<file path="config.mk">
export PLATFORM = sky130hd
export DESIGN_NAME = up_counter_ctrl
export DESIGN_NICKNAME = d
export VERILOG_FILES = /design/src/rtl/up_counter_pkg.sv /design/src/rtl/up_counter_core.sv /design/src/rtl/up_counter_ctrl.sv
export SDC_FILE = /design/constraint.sdc
export NUM_CORES = 1
export LEC_CHECK = 0
export BUFFER_PORTS_ARGS = -buffer_cell sky130_fd_sc_hd__buf_2
export CAP_MARGIN = 20
export CORE_UTILIZATION = 45
export CTS_CLUSTER_SIZE = 14
export DETAILED_ROUTE_END_ITERATION = 16
export PLACE_DENSITY = 0.73
export SLEW_MARGIN = 0
export SYNTH_ARGS = -nofsm -noshare
export SYNTH_HDL_FRONTEND = slang
export SYNTH_HIERARCHICAL = 1
export SYNTH_SLANG_ARGS = --single-unit
</file>
<file path="constraint.sdc">
create_clock -name clk -period 2 [get_ports clk]
set_input_delay 0.3 -clock clk [delete_from_list [all_inputs] [get_ports clk]]
set_output_delay 0.3 -clock clk [all_outputs]
set_load 0.02 [all_outputs]
</file>
<file path="src/rtl/up_counter_pkg.sv">
// Shared definitions for the up counter run controller and its datapath.
package up_counter_pkg;

    localparam int UP_COUNTER_WIDTH = 8;

    typedef enum logic [1:0] {
        ST_IDLE = 2'd0,
        ST_LOAD = 2'd1,
        ST_RUN  = 2'd2
    } state_t;

endpackage

</file>
<file path="src/rtl/up_counter_core.sv">
// Counter datapath: loadable N-bit up counter with modulo-2^N wrap.
module up_counter_core #(
    parameter int N = 8
) (
    input  logic         clk,
    input  logic         reset_n,
    input  logic         en,
    input  logic         load,
    input  logic [N-1:0] load_val,
    output logic [N-1:0] Q
);

    // Count register; a load wins over an increment in the same cycle.
    always_ff @(posedge clk or negedge reset_n) begin
        if (!reset_n) begin
            Q <= '0;
        end else if (load) begin
            Q <= load_val;
        end else if (en) begin
            Q <= Q + {{(N-1){1'b0}}, 1'b1};
        end
    end

endmodule

</file>
<file path="src/rtl/up_counter_ctrl.sv">
// Run controller for the up counter: loads a start value, counts to an end
// value (wrapping modulo 2^N), then stops or reloads. Supports pause/abort.
//
//   state   | meaning
//   --------+---------------------------------------------------------------
//   ST_IDLE | waiting for start; Q holds its last value
//   ST_LOAD | single cycle that copies the captured start value into Q
//   ST_RUN  | counting; terminal count pulses done, then reload or stop
module up_counter_ctrl
    import up_counter_pkg::*;
#(
    parameter int N = UP_COUNTER_WIDTH
) (
    input  logic         clk,
    input  logic         reset_n,
    input  logic         start,
    input  logic         abort,
    input  logic         pause,
    input  logic         auto_reload,
    input  logic [N-1:0] start_val,
    input  logic [N-1:0] end_val,
    output logic [N-1:0] Q,
    output logic         busy,
    output logic         done
);

    state_t       state;
    logic [N-1:0] start_r;
    logic [N-1:0] end_r;
    logic         reload_r;
    logic         core_load;
    logic         core_en;
    logic         at_end;

    assign at_end = (Q == end_r);

    // Datapath controls derived from the current state; terminal count beats pause.
    always_comb begin
        core_load = 1'b0;
        core_en   = 1'b0;
        case (state)
            ST_LOAD: begin
                core_load = !abort;
            end
            ST_RUN: begin
                if (!abort) begin
                    if (at_end) begin
                        core_load = reload_r;
                    end else begin
                        core_en = !pause;
                    end
                end
            end
            default: begin
                core_load = 1'b0;
                core_en   = 1'b0;
            end
        endcase
    end

    up_counter_core #(.N(N)) u_core (
        .clk      (clk),
        .reset_n  (reset_n),
        .en       (core_en),
        .load     (core_load),
        .load_val (start_r),
        .Q        (Q)
    );

    // Run sequencing, config capture and the registered busy/done outputs.
    always_ff @(posedge clk or negedge reset_n) begin
        if (!reset_n) begin
            state    <= ST_IDLE;
            start_r  <= '0;
            end_r    <= '0;
            reload_r <= 1'b0;
            busy     <= 1'b0;
            done     <= 1'b0;
        end else begin
            done <= 1'b0;
            case (state)
                ST_IDLE: begin
                    if (start) begin
                        start_r  <= start_val;
                        end_r    <= end_val;
                        reload_r <= auto_reload;
                        busy     <= 1'b1;
                        state    <= ST_LOAD;
                    end
                end
                ST_LOAD: begin
                    if (abort) begin
                        busy  <= 1'b0;
                        state <= ST_IDLE;
                    end else begin
                        state <= ST_RUN;
                    end
                end
                ST_RUN: begin
                    if (abort) begin
                        busy  <= 1'b0;
                        state <= ST_IDLE;
                    end else if (at_end) begin
                        done <= 1'b1;
                        if (!reload_r) begin
                            busy  <= 1'b0;
                            state <= ST_IDLE;
                        end
                    end
                end
                default: begin
                    // Unused encoding: recover to a quiet idle.
                    busy  <= 1'b0;
                    state <= ST_IDLE;
                end
            endcase
        end
    end

endmodule

</file>
# Word-level counts from Yosys, hierarchy flattened
# Index checks and enable logic that the tools add are counted.
# classes
n_addsub	1
n_eq_ne	7
mux	23
n_reduce_logical	7
# op_table
cell	count
$mux W8	2
$mux W1	13
$mux W2	5
$add A8 B1 Y8 const B	1
$eq A8 B8 Y1	1
$ne A3 B3 Y1 const B	2
$pmux W2 S3	1
$ne A2 B2 Y1 const B	2
$reduce_and A4 Y1	1
$pmux W1 S3	1
$reduce_and A3 Y1	1
$eq A2 B1 Y1 const B	1
$eq A2 B2 Y1 const B	1
$logic_not A1 Y1	2
$logic_not A2 Y1	1
$pmux W1 S2	1
$reduce_and A2 Y1	1
$reduce_bool A2 Y1	1
# word_totals
ff_bits	29
in_bits	22
elab_cells	45

# Longest topological paths before layout
# Gate-level depths: netlist (run 1).
# depth
ltp_word	6
ltp_mapped	9

# Cells and area by module
# The synthesis (run 1) kept the hierarchy.
# modules_own_cells
module	n_inst	cells_each	area_each_um2
up_counter_ctrl	1	86	1061.0
up_counter_core	1	49	450.4

# Worst setup path after synthesis (run 1)
# Ideal clock, no wire load.
# synth_timing
path_type	register -> register
start	register u_core.Q[0]
end	register u_core.Q[3]
setup_ns	0.132
t_arrival_ns	1.886
path_slack_ns	-0.018
path_stages_with_launch	8
path_cell_list	dfrtp_1 -> xnor2_1 -> nand4_1 -> nor4_1 -> o21a_1 -> clkbuf_1 -> clkbuf_1 -> o21ai_1
# synth_via
elab_chain_cells	5
# synth_rtl
element	line_no	source
start: declaration	up_counter_core.sv:10	output logic [N-1:0] Q
start signal: assignment	up_counter_core.sv:18	Q <= load_val;
start signal: assignment	up_counter_core.sv:20	Q <= Q + {{(N-1){1'b0}}, 1'b1};
$eq A8 B8 Y1 *	up_counter_ctrl.sv:35	assign at_end = (Q == end_r);
$mux W1 *	up_counter_ctrl.sv:47	if (at_end) begin
$mux W1 *	up_counter_ctrl.sv:46	if (!abort) begin
$pmux W1 S2 *	up_counter_ctrl.sv:41	case (state)
via core_load	up_counter_ctrl.sv:31	logic core_load;
$mux W8 or $reduce_bool A2 Y1 (tied branches)	n/a	
# The timed path passes the listed nets; every way through them passes the cells marked *. The select of a mux whose other input is x is not followed.
# A chain may end at the register's enable or synchronous reset.

# Final worst setup path (run 1)
# layout_timing
start	register end_r[2]
end	register u_core.Q[7]
# layout_via
elab_chain_cells	5
# layout_rtl
element	line_no	source
start: declaration	up_counter_ctrl.sv:29	logic [N-1:0] end_r;
start signal: assignment	up_counter_ctrl.sv:85	end_r <= end_val;
$eq A8 B8 Y1	up_counter_ctrl.sv:35	
$mux W1	up_counter_ctrl.sv:47	
$mux W1	up_counter_ctrl.sv:46	
$mux W1	up_counter_ctrl.sv:41	
via core_en	up_counter_ctrl.sv:32	logic core_en;
$reduce_bool A2 Y1 (no line)	n/a	
# The timed path passes the listed nets, and every way through them passes these cells.

==> results.toml, run 1 <==
[critical_path]
path_delay_family = "simple AND/OR/NAND/NOR gates"
r2r_end = "u_core/Q[7]$_DFFE_PN0P_"
crit_slowest_cell = "or4_1"
cp-endpoint = "u_core/Q[7]$_DFFE_PN0P_"
cp.depth = 8
cp-end-kind = "flop"
path_cells = "xnor2_1, nand4_1, nor2_2, nor3_2, buf_4, nand4_4, or4_1, nand3_1"
cp_num_buf_inv = 1
worstSetupStartpointType = "flop"
worst-r2r-cell-count = 8
worstSetupPathType = "reg -> reg"
r2r_slack_ns = 0.06
cp_max_fo = 5
r2r_start = "end_r[2]$_DFFE_PN0P_"
crit_start = "end_r[2]$_DFFE_PN0P_"
cp_slowest_stage_delay_ns = 0.53
crit_required_ns = 2.27
arrival_ns = 2.21

[timing]
finalCritPeriodShare = 0.969
slew_violations = 0
finalHoldViolCount = 0
period_minus_slack_ns = 1.94
tightestPinTransition_ns = 0.639
fin_skew_ns = 0.00683
max_freq_mhz = 516
setup_tns_ns = 0
setup_viol = 0
relSlewSlack = 0.574

[floorplan]
die_h_um = 60.0
ios = 32
fp-row-count = 20
initial_core_util = 0.483
die_w_um = 60.0
core_sq_um = 3130
die-area_sq_um = 3590

[flow_run]
maxCapViolCount = 0

[synth]
synth_area_per_cell_sq_um = 11.2
synth_area_leader_cell = "dfrtp_1"
ys_seq_elements = 29
ys_types = 36
syn_area_sq_um = 1510
synth_top_area_frac = 0.480
synth_flop_cell = "dfrtp_1"
synthArstFlopShare = 1.00
ys_warn_count = 6
synth_fp_nets = 161
synth_edf_count = 0
ys_seq_area_frac = 0.480
postSynthCellCount = 135
synth_area_leaders = "dfrtp_1 (48%), mux2_2 (13%), xnor2_1 (5.2%)"

[finish]
antenna_cells = 0
finalNetCount = 211
multiInputGateArea_sq_um = 790
num-fill-cells = 273
fin_util = 0.618
areaGrowthSynthToFinish_pct = 27.8
layout-drive-gt1-share = 0.452
fin_area_sq_um = 1930
layout.area.seq_sq_um = 728

[grt]
busiest_layer = "met2"
grt_usage = 0.217
use_met1 = 0.248
grt_pass1_wl_um = 5550
use_met3 = 0.0498
grt_pass1_vias = 1201
use_met2 = 0.378
grt_overflow_total = 0
antenna_found_initial = 0
grt_max_degree = 30

[detailed_routing]
drt-total-wl_um = 3470
post-route-drc-count = 0
dr.first_iter.drc_count = 91
vias = 1228
antenna_left = 0
dr.pass1.iters = 4
routed_via_density = 5.34
wl_per_cell_um = 15.1

[hold_path]
hold_path_class = "in -> reg"

[pwr]
leakage_nw = 0.848
ir_drop_uv = 698
power_density_nw_per_um2 = 1550

[place]
port-buffer-count = 31
hpwl_um = 2460
gp_congestion = 0.922
place_area_sq_um = 1790

[clocking]
cts_tree = "done"
h-tree-depth = 2
clock_sinks = 29
cts_buffers = 5
clockBufferDepth = 2
worstSkewPairLatency_ns = 0.33
cts.reportedPaths.clkPinSlew_ns = 0.09
clockRootBuffer = "clkbuf_4"

[status]
status = "finished, final reports clean"
==> per-layer routing <==
metal  up-vias  part of all wire  routed length [um]
met4         0             0.023                  81
met2        36              0.53                1840
met5         -                 0                   0
met1       595              0.41                1410
met3        10             0.040                 138
li1        587                 -                   -
==> worst min-delay path by stage <==
stage	from	endpoint	slack, ns	depth (start not counted)
after detailed placement	reset_n	end_r[3]$_DFFE_PN0P_	0.36	1
after CTS	start_val[6]	start_r[6]$_DFFE_PN0P_	0.19	2
after floorplan	reset_n	busy$_DFFE_PN0P_	0.004	0
final	start_val[6]	start_r[6]$_DFFE_PN0P_	0.19	2
after global placement	reset_n	done$_DFF_PN0_	0.35	1
after global routing	end_val[3]	end_r[3]$_DFFE_PN0P_	0.18	2
==> worst register-to-register path, delay by kind of cell (launching register included) <==
| family | cells | cell delay (ns) |
|---|---|---|
| AND/OR/NAND/NOR | 6 | 1.14 |
| XOR/XNOR | 1 | 0.16 |
| buffers and inverters | 1 | 0.16 |
| flip-flops | 1 | 0.41 |
==> cell usage in the layout (no fill, tap or decap), drive strengths merged <==
cell type / count
ha: 4
o311ai: 1
and4: 2
a211oi: 1
xnor2: 9
buf: 46
dlygate4sd3: 1
and2b: 1
xor2: 3
or4: 3
nor2b: 5
nor3b: 2
mux2: 17
a311oi: 1
o21a: 2
nor2: 6
dfrtp: 29
inv: 3
a221oi: 1
nor3: 1
nand3: 7
mux2i: 1
o31ai: 1
clkinv: 1
a2111oi: 1
nor4: 2
nand2b: 1
o221ai: 1
nand4: 5
nand2: 12
o21ai: 8
a21oi: 1
clkbuf: 7
==> cell usage after synthesis, drive strengths merged (3+ instances only) <==
cell and count:
nand2 12, nand3 7, ha 4, xor2 3
xnor2 9, nor2b 5, nor2 6, o21ai 8
nand4 5, or4 3, mux2 17, inv 3
dfrtp 29
==> power breakdown <==
group / switching, W / internal, W
Clock: 0.000205 / 0.000203
Combinational: 0.000784 / 0.000724
Sequential: 0.000209 / 0.000872
Total: 0.00120 / 0.00180
==> per-stage QoR <==
stage | instances | hold WS, ns | total power (W) | setup WS [ns]
5_1_grt | 230 | 0.177 | 0.00320 | -0.00728
3_3_place_gp | 217 | 0.348 | 0.00241 | 0.0760
3_5_place_dp | 217 | 0.360 | 0.00252 | -0.0447
4_1_cts | 228 | 0.187 | 0.00294 | 0.00651
6_report | 230 | 0.193 | 0.00300 | 0.0616
2_1_floorplan | 135 | 0.00441 | 0.00202 | 0.0168
==> sequential cells by signal (all words and copies together) (netlist names) <==
name and cells:
busy 1, done 1, end_r 8, reload_r 1
start_r 8, state 2, u_core/Q 8
==> kinds of logic (layout without fill, tap and decap cells) <==
group / after synthesis / count (layout) / synth area share
AO/OA/AOI/OAI: 18 / 18 / 0.0828
XOR/XNOR: 12 / 12 / 0.0695
adder cells (fa/ha/maj): 4 / 4 / 0.0331
buffers and inverters: 7 / 58 / 0.0207
flip-flops: 29 / 29 / 0.480
multiplexers: 18 / 18 / 0.133
AND/OR/NAND/NOR: 47 / 47 / 0.180
==> layout make-up <==
type	instances	share of cell area
flip-flops and latches	29	0.377
clock buffers	7	0.0337
clock inverters	1	0.00259
well taps	44	0.0285
multi-input cells	99	0.409
repair buffers	47	0.144
inverters	3	0.00583
==> what timing repair did <==
item                                   4_1_cts  5_1_grt
setup endpoints to repair                    3        3
setup buffers                                2        2
pin swaps                                    0        4
gates resized for setup                      2        6
endpoints found under the hold margin        2        0
hold buffers                                 1        0
No activity file was read; power rests on OpenSTA's default activity.
==> run 2, diff against run 1 <==
--- a/config.mk
+++ b/config.mk
@@ -7,6 +7,7 @@
 export LEC_CHECK = 0
 export BUFFER_PORTS_ARGS = -buffer_cell sky130_fd_sc_hd__buf_2
 export CAP_MARGIN = 20
+export CORE_ASPECT_RATIO = 0.8
 export CORE_UTILIZATION = 45
 export CTS_CLUSTER_SIZE = 14
 export DETAILED_ROUTE_END_ITERATION = 16
==> run 2 against run 1 <==
Final cell count fell by 2.2%. Sequential share of layout area increased by 0.20 points. Via count is 1.9% lower. Maximum frequency increased by 1.1%. Setup slack gained 0.021 ns. Clock-buffer cell count unchanged. First-iteration DRC count fell by 56%. Largest cell class unchanged. Highest routed layer unchanged.
==> results.toml, run 2 (same netlist as run 1, synthesis figures left out) <==
[status]
status = "finished, final reports clean"

[clocking]
clock_sinks = 29
cts.reportedPaths.clkPinSlew_ns = 0.06
cts_tree = "done"
worstSkewPairLatency_ns = 0.28
cts_buffers = 5
clockBufferDepth = 2
h-tree-depth = 2
clockRootBuffer = "clkbuf_8"

[finish]
num-fill-cells = 286
layout_common_cells = "buf_2 (31), dfrtp_1 (27), mux2_2 (17)"
areaGrowthSynthToFinish_pct = 27.2
reg_top3 = "end_r: 8 flops, start_r: 8 flops, u_core/Q: 8 flops"
multiInputGateArea_sq_um = 763
finalNetCount = 210
final_common_cell = "buf_2"
antenna_cells = 0
layout-drive-gt1-share = 0.443
layout.area.seq_sq_um = 728

[timing]
finalHoldViolCount = 0
relSlewSlack = 0.580
tightestPinTransition_ns = 0.630
whs_ns = 0.0312
finalCritPeriodShare = 0.958
max_freq_mhz = 522
period_minus_slack_ns = 1.92
slew_violations = 0
setup_tns_ns = 0
fin_skew_ns = 0.00211
setup_viol = 0

[place]
gp_congestion = 0.808
hpwl_um = 2290
port-buffer-count = 31

[grt]
grt_pass1_vias = 1135
grt_overflow_total = 0
grt_usage = 0.198
grt_max_degree = 30
grt_pass1_wl_um = 4970
antenna_found_initial = 0

[critical_path]
worst-r2r-cell-count = 8
cp_slowest_stage_delay_ns = 0.50
arrival_ns = 2.14
crit_required_ns = 2.22
worstSetupStartpointType = "flop"
worstSetupPathType = "reg -> reg"
crit_slowest_cell = "or4_1"
cp-end-kind = "flop"
path_cells = "xnor2_1, nand4_1, nor2_1, nor3_2, buf_4, nand4_4, or4_1, nand3_1"
cp_max_fo = 5

[pwr]
power_density_nw_per_um2 = 1580
ir_drop_uv = 824
leakage_nw = 0.847

[floorplan]
fp-row-count = 18
die_w_um = 66.8
core_sq_um = 3150
die-area_sq_um = 3600
die_h_um = 53.8
ios = 32
initial_core_util = 0.479

[detailed_routing]
dr.first_iter.drc_count = 40
vias = 1205
routed_via_density = 5.36
antenna_left = 0
drt-total-wl_um = 3140
post-route-drc-count = 0
wl_per_cell_um = 13.9
dr.pass1.iters = 4

[flow_run]
maxCapViolCount = 0

[hold_path]
hold_path_class = "in -> async"
[run 2: what timing repair did]
action                                  CTS  global route
resized for setup                         1             3
setup buffers                             0             4
hold buffers                              0             0
pin swaps                                 0             0
endpoints found under the setup margin    3             3
[run 2: per-stage QoR]
stage	cells	setup slack [ns]	instance area, sq um	utilization	total power (W)
2_1_floorplan	135	0.0168	1510	-	0.00202
3_3_place_gp	213	0.0614	1780	0.565	0.00242
3_5_place_dp	213	-0.00409	1780	0.565	0.00249
4_1_cts	221	0.00385	1880	0.598	0.00302
5_1_grt	225	-0.00372	1920	0.610	0.00325
6_report	225	0.0830	1920	0.610	0.00304
[run 2: layout make-up]
class | instances | area share
well taps | 40 | 0.0260
flip-flops and latches | 29 | 0.379
clock buffers | 7 | 0.0501
repair buffers | 46 | 0.139
inverters | 3 | 0.00586
multi-input cells | 99 | 0.397
clock inverters | 1 | 0.00260
[run 2: metal layers]
layer	track usage	vias up	wire, um
met5	0	-	0
met4	0.103	0	53
met3	0.0742	5	140
met2	0.318	24	1570
met1	0.234	587	1370
li1	-	589	-
[run 2: critical path, delay by kind of cell (launching register included)]
family | cells | cell delay (ns)
xor gates and xnor gates | 1 | 0.15
buffers and inverters | 1 | 0.17
DFF | 1 | 0.41
and+or+nand+nor | 6 | 1.13
[run 2: report_power, final]
group	total (W)	switching, W	internal, W	leakage (nW)
Clock	0.000532	0.000222	0.000310	0.0542
Sequential	0.00108	0.000201	0.000875	0.350
Combinational	0.00143	0.000727	0.000705	0.443
Total	0.00304	0.00115	0.00189	0.847
[run 2: worst paths after layout]
check,from,to,slack (ns)
worst min-delay path,reset_n,end_r[4]$_DFFE_PN0P_,0.03
min in group clk,end_val[6],end_r[6]$_DFFE_PN0P_,0.25
worst max-delay path,u_core/Q[2]$_DFFE_PN0P_,u_core/Q[5]$_DFFE_PN0P_,0.08
worst max register to register,u_core/Q[2]$_DFFE_PN0P_,u_core/Q[5]$_DFFE_PN0P_,0.08
worst min register to register,start_r[3]$_DFFE_PN0P_,u_core/Q[3]$_DFFE_PN0P_,0.49
max in group asynchronous,reset_n,u_core/Q[2]$_DFFE_PN0P_,1.52
